File: src/rtl/cpu_pipe_pkg.sv
// Shared pipeline types for the hazard scoreboard: in-flight entry and forward-select codes.
// Zero latency (types/functions only); no flow control.
package cpu_pipe_pkg;

  localparam logic [1:0] FWD_RF  = 2'b00;
  localparam logic [1:0] FWD_EX  = 2'b01;
  localparam logic [1:0] FWD_MEM = 2'b10;
  localparam logic [1:0] FWD_WB  = 2'b11;

  typedef struct packed {
    logic       valid;
    logic       wreg;
    logic       m2reg;
    logic [4:0] dest;
  } entry_t;

  // $0 is hardwired, so nothing ever produces it.
  function automatic logic produces(input logic valid, input logic wreg,
                                    input logic [4:0] dest, input logic [4:0] r);
    return valid && wreg && (dest == r) && (r != 5'd0);
  endfunction

  // Youngest producer wins.
  function automatic logic [1:0] fwd_sel(input logic h_ex, input logic h_mem, input logic h_wb);
    if (h_ex)       return FWD_EX;
    else if (h_mem) return FWD_MEM;
    else if (h_wb)  return FWD_WB;
    else            return FWD_RF;
  endfunction

endpackage

File: src/rtl/hazard_scoreboard_if.sv
// ID-stage request and hazard-decision bundle between decode and the scoreboard.
// Combinational; no backpressure beyond the stall output itself.
interface hazard_scoreboard_if;
  logic        id_valid;
  logic [4:0]  id_rs;
  logic [4:0]  id_rt;
  logic        id_use_rs;
  logic        id_use_rt;
  logic        id_wreg;
  logic [4:0]  id_dest;
  logic        id_m2reg;
  logic        id_flush;
  logic        stall;
  logic [1:0]  fwda;
  logic [1:0]  fwdb;
  logic [15:0] stall_cnt;

  modport master (
    output id_valid, id_rs, id_rt, id_use_rs, id_use_rt, id_wreg, id_dest, id_m2reg, id_flush,
    input  stall, fwda, fwdb, stall_cnt
  );

  modport slave (
    input  id_valid, id_rs, id_rt, id_use_rs, id_use_rt, id_wreg, id_dest, id_m2reg, id_flush,
    output stall, fwda, fwdb, stall_cnt
  );
endinterface

File: src/rtl/hz_match.sv
// Per-source hit detection of one ID operand against the EX/MEM/WB entries.
// Combinational, zero latency; no flow control.
module hz_match
  import cpu_pipe_pkg::*;
(
  input  logic       id_valid,
  input  logic       use_src,
  input  logic [4:0] src,
  input  entry_t     ex,
  input  entry_t     mem,
  input  entry_t     wb,
  output logic       hit_ex,
  output logic       hit_mem,
  output logic       hit_wb
);

  logic consumed;
  logic unused_m2reg;

  assign consumed = id_valid && use_src && (src != 5'd0);

  assign hit_ex  = consumed && produces(ex.valid,  ex.wreg,  ex.dest,  src);
  assign hit_mem = consumed && produces(mem.valid, mem.wreg, mem.dest, src);
  assign hit_wb  = consumed && produces(wb.valid,  wb.wreg,  wb.dest,  src);

  // Load flag is only relevant to the stall decision made by the parent.
  assign unused_m2reg = ex.m2reg ^ mem.m2reg ^ wb.m2reg;

endmodule

File: src/rtl/hazard_scoreboard.sv
// RAW hazard scoreboard (EX/MEM/WB); stall/forward selects are same-cycle combinational.
// HZ_FORWARD_EN: defined = forwarding + load-use stall only; undefined = stall until the producer retires.
module hazard_scoreboard
  import cpu_pipe_pkg::*;
(
  input logic               clk,
  input logic               rst,
  hazard_scoreboard_if.slave hz
);

  entry_t      ex_q, ex_d;
  entry_t      mem_q, mem_d;
  entry_t      wb_q, wb_d;
  logic [15:0] stall_cnt_q, stall_cnt_d;

  logic rs_ex, rs_mem, rs_wb;
  logic rt_ex, rt_mem, rt_wb;
  logic stall_raw, stall;
  logic [1:0] fwda, fwdb;

  hz_match u_match_rs (
    .id_valid (hz.id_valid),
    .use_src  (hz.id_use_rs),
    .src      (hz.id_rs),
    .ex       (ex_q),
    .mem      (mem_q),
    .wb       (wb_q),
    .hit_ex   (rs_ex),
    .hit_mem  (rs_mem),
    .hit_wb   (rs_wb)
  );

  hz_match u_match_rt (
    .id_valid (hz.id_valid),
    .use_src  (hz.id_use_rt),
    .src      (hz.id_rt),
    .ex       (ex_q),
    .mem      (mem_q),
    .wb       (wb_q),
    .hit_ex   (rt_ex),
    .hit_mem  (rt_mem),
    .hit_wb   (rt_wb)
  );

  always_comb begin
    stall_raw = 1'b0;
    fwda      = FWD_RF;
    fwdb      = FWD_RF;
`ifdef HZ_FORWARD_EN
    stall_raw = ex_q.m2reg && (rs_ex || rt_ex);
    fwda      = fwd_sel(rs_ex, rs_mem, rs_wb);
    fwdb      = fwd_sel(rt_ex, rt_mem, rt_wb);
`else
    stall_raw = rs_ex || rs_mem || rs_wb || rt_ex || rt_mem || rt_wb;
`endif
    // A flushed instruction never issues, so its hazard is moot.
    stall = stall_raw && !hz.id_flush;

    ex_d = '0;
    if (hz.id_valid && !stall && !hz.id_flush) begin
      ex_d.valid = 1'b1;
      ex_d.wreg  = hz.id_wreg;
      ex_d.m2reg = hz.id_m2reg;
      ex_d.dest  = hz.id_dest;
    end
    mem_d = ex_q;
    wb_d  = mem_q;

    stall_cnt_d = stall_cnt_q;
    if (stall && (stall_cnt_q != 16'hFFFF)) begin
      stall_cnt_d = stall_cnt_q + 16'd1;
    end
  end

  always_ff @(posedge clk or posedge rst) begin
    if (rst) begin
      ex_q        <= '0;
      mem_q       <= '0;
      wb_q        <= '0;
      stall_cnt_q <= '0;
    end else begin
      ex_q        <= ex_d;
      mem_q       <= mem_d;
      wb_q        <= wb_d;
      stall_cnt_q <= stall_cnt_d;
    end
  end

  assign hz.stall     = stall;
  assign hz.fwda      = fwda;
  assign hz.fwdb      = fwdb;
  assign hz.stall_cnt = stall_cnt_q;

endmodule

File: src/flat_wrapper.sv
// flat-port wrapper written by rule: the top's interface ports become plain ports
module hazard_scoreboard_flat import cpu_pipe_pkg::*;
  (clk, rst, hz_id_valid, hz_id_rs, hz_id_rt, hz_id_use_rs, hz_id_use_rt, hz_id_wreg, hz_id_dest, hz_id_m2reg, hz_id_flush, hz_stall, hz_fwda, hz_fwdb, hz_stall_cnt);
  hazard_scoreboard_if hz_i ();
  input logic clk;
  input logic rst;
  input wire logic [$bits(hz_i.id_valid)-1:0] hz_id_valid;
  input wire logic [$bits(hz_i.id_rs)-1:0] hz_id_rs;
  input wire logic [$bits(hz_i.id_rt)-1:0] hz_id_rt;
  input wire logic [$bits(hz_i.id_use_rs)-1:0] hz_id_use_rs;
  input wire logic [$bits(hz_i.id_use_rt)-1:0] hz_id_use_rt;
  input wire logic [$bits(hz_i.id_wreg)-1:0] hz_id_wreg;
  input wire logic [$bits(hz_i.id_dest)-1:0] hz_id_dest;
  input wire logic [$bits(hz_i.id_m2reg)-1:0] hz_id_m2reg;
  input wire logic [$bits(hz_i.id_flush)-1:0] hz_id_flush;
  output wire logic [$bits(hz_i.stall)-1:0] hz_stall;
  output wire logic [$bits(hz_i.fwda)-1:0] hz_fwda;
  output wire logic [$bits(hz_i.fwdb)-1:0] hz_fwdb;
  output wire logic [$bits(hz_i.stall_cnt)-1:0] hz_stall_cnt;
  assign hz_i.id_valid = hz_id_valid;
  assign hz_i.id_rs = hz_id_rs;
  assign hz_i.id_rt = hz_id_rt;
  assign hz_i.id_use_rs = hz_id_use_rs;
  assign hz_i.id_use_rt = hz_id_use_rt;
  assign hz_i.id_wreg = hz_id_wreg;
  assign hz_i.id_dest = hz_id_dest;
  assign hz_i.id_m2reg = hz_id_m2reg;
  assign hz_i.id_flush = hz_id_flush;
  assign hz_stall = hz_i.stall;
  assign hz_fwda = hz_i.fwda;
  assign hz_fwdb = hz_i.fwdb;
  assign hz_stall_cnt = hz_i.stall_cnt;
  hazard_scoreboard u_core (.clk(clk), .rst(rst), .hz(hz_i));
endmodule
File: config.mk
export PLATFORM = sky130hd
export DESIGN_NAME = hazard_scoreboard_flat
export DESIGN_NICKNAME = d
export VERILOG_FILES = /design/src/rtl/cpu_pipe_pkg.sv /design/src/rtl/hazard_scoreboard_if.sv /design/src/rtl/hz_match.sv /design/src/rtl/hazard_scoreboard.sv /design/src/flat_wrapper.sv
export SDC_FILE = /design/constraint.sdc
export NUM_CORES = 1
export LEC_CHECK = 0
export CAP_MARGIN = 10
export CELL_PAD_IN_SITES_DETAIL_PLACEMENT = 1
export CELL_PAD_IN_SITES_GLOBAL_PLACEMENT = 1
export CORE_UTILIZATION = 39
export CTS_CLUSTER_SIZE = 14
export DETAILED_ROUTE_END_ITERATION = 7
export PLACE_DENSITY_LB_ADDON = 0.05
export SYNTH_ARGS = -nofsm -noshare
export SYNTH_HDL_FRONTEND = slang
export SYNTH_SLANG_ARGS = --single-unit
File: constraint.sdc
create_clock -name clk -period 3.4 [get_ports clk]
set_input_delay 1.02 -clock clk [delete_from_list [all_inputs] [get_ports clk]]
set_output_delay 1.02 -clock clk [all_outputs]
set_load 0.03 [all_outputs]
==> flow_summary.yaml <==
status:
  outcome: "finished with violations"
  violated_checks: "design-rule violations, negative setup slack"
layout:
  stdcell_count: 257
  commonest_non_fill_non_tap_cell_in_the_layout: "sky130_fd_sc_hd__dfrtp_1"
  layout-drive-gt1-share_pct: 29.76
  area_used_by_multi_input_combinational_logic_um2: 957.2
  signed_area_change_from_the_synthesized_netlist_to_the_final_layout_pct: 38.04
  fin_area_um2: 2542
  commonest_non_fill_non_tap_cells_in_the_layout: "sky130_fd_sc_hd__dfrtp_1, sky130_fd_sc_hd__clkdlybuf4s50_1, sky130_fd_sc_hd__xor2_1"
  fillerInstances: 465
  ff_latch_area_um2: 925.9
  nets: 230
  antenna_cells_inserted: 0
clocking:
  clock_transition_at_the_registers_of_the_reported_paths_ps: 70
  clock_tree.htree_level_count: 2
  tritoncts_clock_tree: "done"
  root_buffer: "sky130_fd_sc_hd__clkbuf_8"
  clock_sink_count: 37
  clk_path_buf_depth: 2
  cts_buffers: 5
  holdBufCountCts: 0
  clk_latency_ps: 280
logic_synthesis:
  synth.lib_cells_used.distinct: 30
  post_synthesis_average_cell_area_um2: 12.61
  count_of_flip_flops_with_a_built_in_enable_after_synthesis: 0
  synth_seq_cells: 37
  post_synth_inst_count: 146
  synth_ff_type: "sky130_fd_sc_hd__dfrtp_1"
  post_synth_instance_area_um2: 1842
  synth_async_sr_flop_share_pct: 100.0
  synth-warning-count: 0
  yosysSeqAreaShare_pct: 50.27
detailed_routing:
  drt_pass1_iterations: 6
  dr_iter_0_viols: 44
  route.detailed.wl_per_inst_um: 16.91
  drcViolationCount: 10
  postRouteWirelength_um: 4346
  detail-route-antenna-nets: 0
  vias_per_cell: 5.179
  num_vias: 1331
timing:
  setup-tns-final_ps: -46.25
  achievable-frequency_mhz: 290.2
  hold-worst-slack_ps: 402.9
  fin_crit_ps: 3446
  grt_setup_unrepaired: "true"
  final_hold_viol_count: 0
  finalWorstSetupSlack_ps: -46.25
  final_max_slew_viol_count: 0
  period_share_pct: 101.4
  timing.clock.skew_ps: 8.914
  setup_viol: 1
critical_path:
  setup.worst_path.start_class: "input pin"
  critical_path_end_type: "output pin"
  setup.worst_path.class: "in -> out"
  timing.reg2reg.worst_path_depth: 13
  cp_data_arrival_time_ps: 2430
  cp_data_required_time_ps: 2380
  timing.critical_path.from: "hz_id_rs[3]"
  critPathMaxFanout: 4
  reg2reg_from: "u_core.mem_q[3]"
global_route:
  grt_start_max_net_pins: 38
  grt_first_pass_wirelength_um: 7403
  antenna_violations_before_repair: 0
  first_global_vias: 1479
  grt_overflow_total: 0
  grtUsageTotal_pct: 19.36
power_and_ir_drop:
  irDropWorstVdd_mv: 0.1893
  p_per_area_nw_per_um2: 332.7
  static-leakage-power_uw: 0.001191
placed_design:
  io_buffer_count: 38
  place_ws_ps: -505.1
  dp_cells: 242
  placed_cell_area_um2: 2313
  sum_of_net_half_perimeters_after_detailed_placement_um: 3056
  finalWeightedCongestion: 0.7474
flow_run:
  cap_violations: 0
floorplanning:
  core_region_area_um2: 4444
  fp-row-count: 24
  die_width_um: 70.72
  design.portCount: 44
  floorplan.die_area_um2: 5001
  die_h_um: 70.72
  start_util_pct: 41.44
worst_hold_path:
  worst_hold_startpoint: "u_core.ex_q[7]"
  worst_hold_path.num_cells: 0
  worstHoldPathType: "reg -> reg"
area by class of cell:
type	instances	area share [%]
inverters	2	0.2953
clock buffers	5	2.707
clock inverters	1	0.1969
well taps	52	2.559
multi-input cells	104	37.65
flip-flops and latches	37	36.42
repair buffers	56	20.18
per-stage QoR:
| stage | util [%] | total power [uW] |
|---|---|---|
| finish | 57.21 | 846.0 |
| global route | 57.21 | 881.5 |
| CTS | 55.41 | 847.5 |
| detailed placement | 52.06 | 567.0 |
| global placement | 52.06 | 562.7 |
| floorplan | - | 516.5 |
synth_stat cells, types with 2 or more instances:
| master | n | area share, % |
|---|---|---|
| sky130_fd_sc_hd__nor4_2 | 3 | 2.0 |
| sky130_fd_sc_hd__nand4_1 | 8 | 2.7 |
| sky130_fd_sc_hd__xnor2_1 | 17 | 8.1 |
| sky130_fd_sc_hd__xor2_1 | 28 | 13 |
| sky130_fd_sc_hd__and3_1 | 5 | 1.7 |
| sky130_fd_sc_hd__and2_1 | 6 | 2.0 |
| sky130_fd_sc_hd__inv_1 | 2 | 0.41 |
| sky130_fd_sc_hd__dfrtp_1 | 37 | 50 |
| sky130_fd_sc_hd__or4_1 | 2 | 0.81 |
| sky130_fd_sc_hd__buf_4 | 4 | 1.6 |
| sky130_fd_sc_hd__and4_1 | 2 | 0.95 |
| sky130_fd_sc_hd__nand4_2 | 4 | 2.7 |
| sky130_fd_sc_hd__nand2_1 | 3 | 0.61 |
| sky130_fd_sc_hd__a31oi_4 | 2 | 2.3 |
| sky130_fd_sc_hd__nand3_1 | 5 | 1.4 |
| sky130_fd_sc_hd__nor4_1 | 4 | 1.4 |
kinds of logic (layout without fill, tap and decap cells):
| group | after synthesis | in the layout | synth area share [%] |
|---|---|---|---|
| simple gates | 47 | 47 | 19.23 |
| xor+xnor | 45 | 45 | 21.40 |
| flops | 37 | 37 | 50.27 |
| buf+inv | 8 | 64 | 3.125 |
| compound gates | 6 | 6 | 4.483 |
| fa+ha+maj | 1 | 1 | 0.6792 |
| other cells | 1 | 4 | 0.2036 |
| mux | 1 | 1 | 0.6114 |
critical path: stages:
cell	delay, ps
sky130_fd_sc_hd__buf_6	110
sky130_fd_sc_hd__xor2_1	160
sky130_fd_sc_hd__nor4_2	340
sky130_fd_sc_hd__nand4_1	200
sky130_fd_sc_hd__a31oi_4	260
sky130_fd_sc_hd__nor2_4	70
sky130_fd_sc_hd__nor2_2	120
sky130_fd_sc_hd__buf_6	140
per-layer routing:
| layer | GRT usage (%) | part of all wire [%] | vias up |
|---|---|---|---|
| met5 | 0 | 0 | - |
| met4 | 4.667 | 0.87 | 0 |
| met3 | 4.986 | 3.9 | 5 |
| met2 | 32.48 | 50 | 31 |
| met1 | 25.21 | 45 | 680 |
| li1 | - | - | 615 |
where the power goes:
group / switching [uW] / internal (uW)
Clock: 143 / 135
Sequential: 12.1 / 451
Combinational: 54.6 / 51.2
path summary, 6_finish.rpt:
path	end	slack, ps
max in group asynchronous	u_core.wb_q[3]	1930
setup / recovery	hz_stall	-50
hold reg to reg	u_core.mem_q[7]	400
hold / removal	u_core.mem_q[7]	400
setup reg to reg	u_core.hz.stall_cnt[1]	610
min in group asynchronous	u_core.ex_q[4]	1140
state kept, by name (all words and copies together) (netlist names):
signal	count
u_core.ex_q	7
u_core.hz.stall_cnt	16
u_core.mem_q	7
u_core.wb_q	7
repair_timing:
| action | CTS | global route |
|---|---|---|
| pin swaps | 20 | 11 |
| setup endpoints to repair | 1 | 1 |
| resized for setup | 55 | 18 |
| setup buffers | 8 | 1 |
Power figures use the tool's default switching activity.
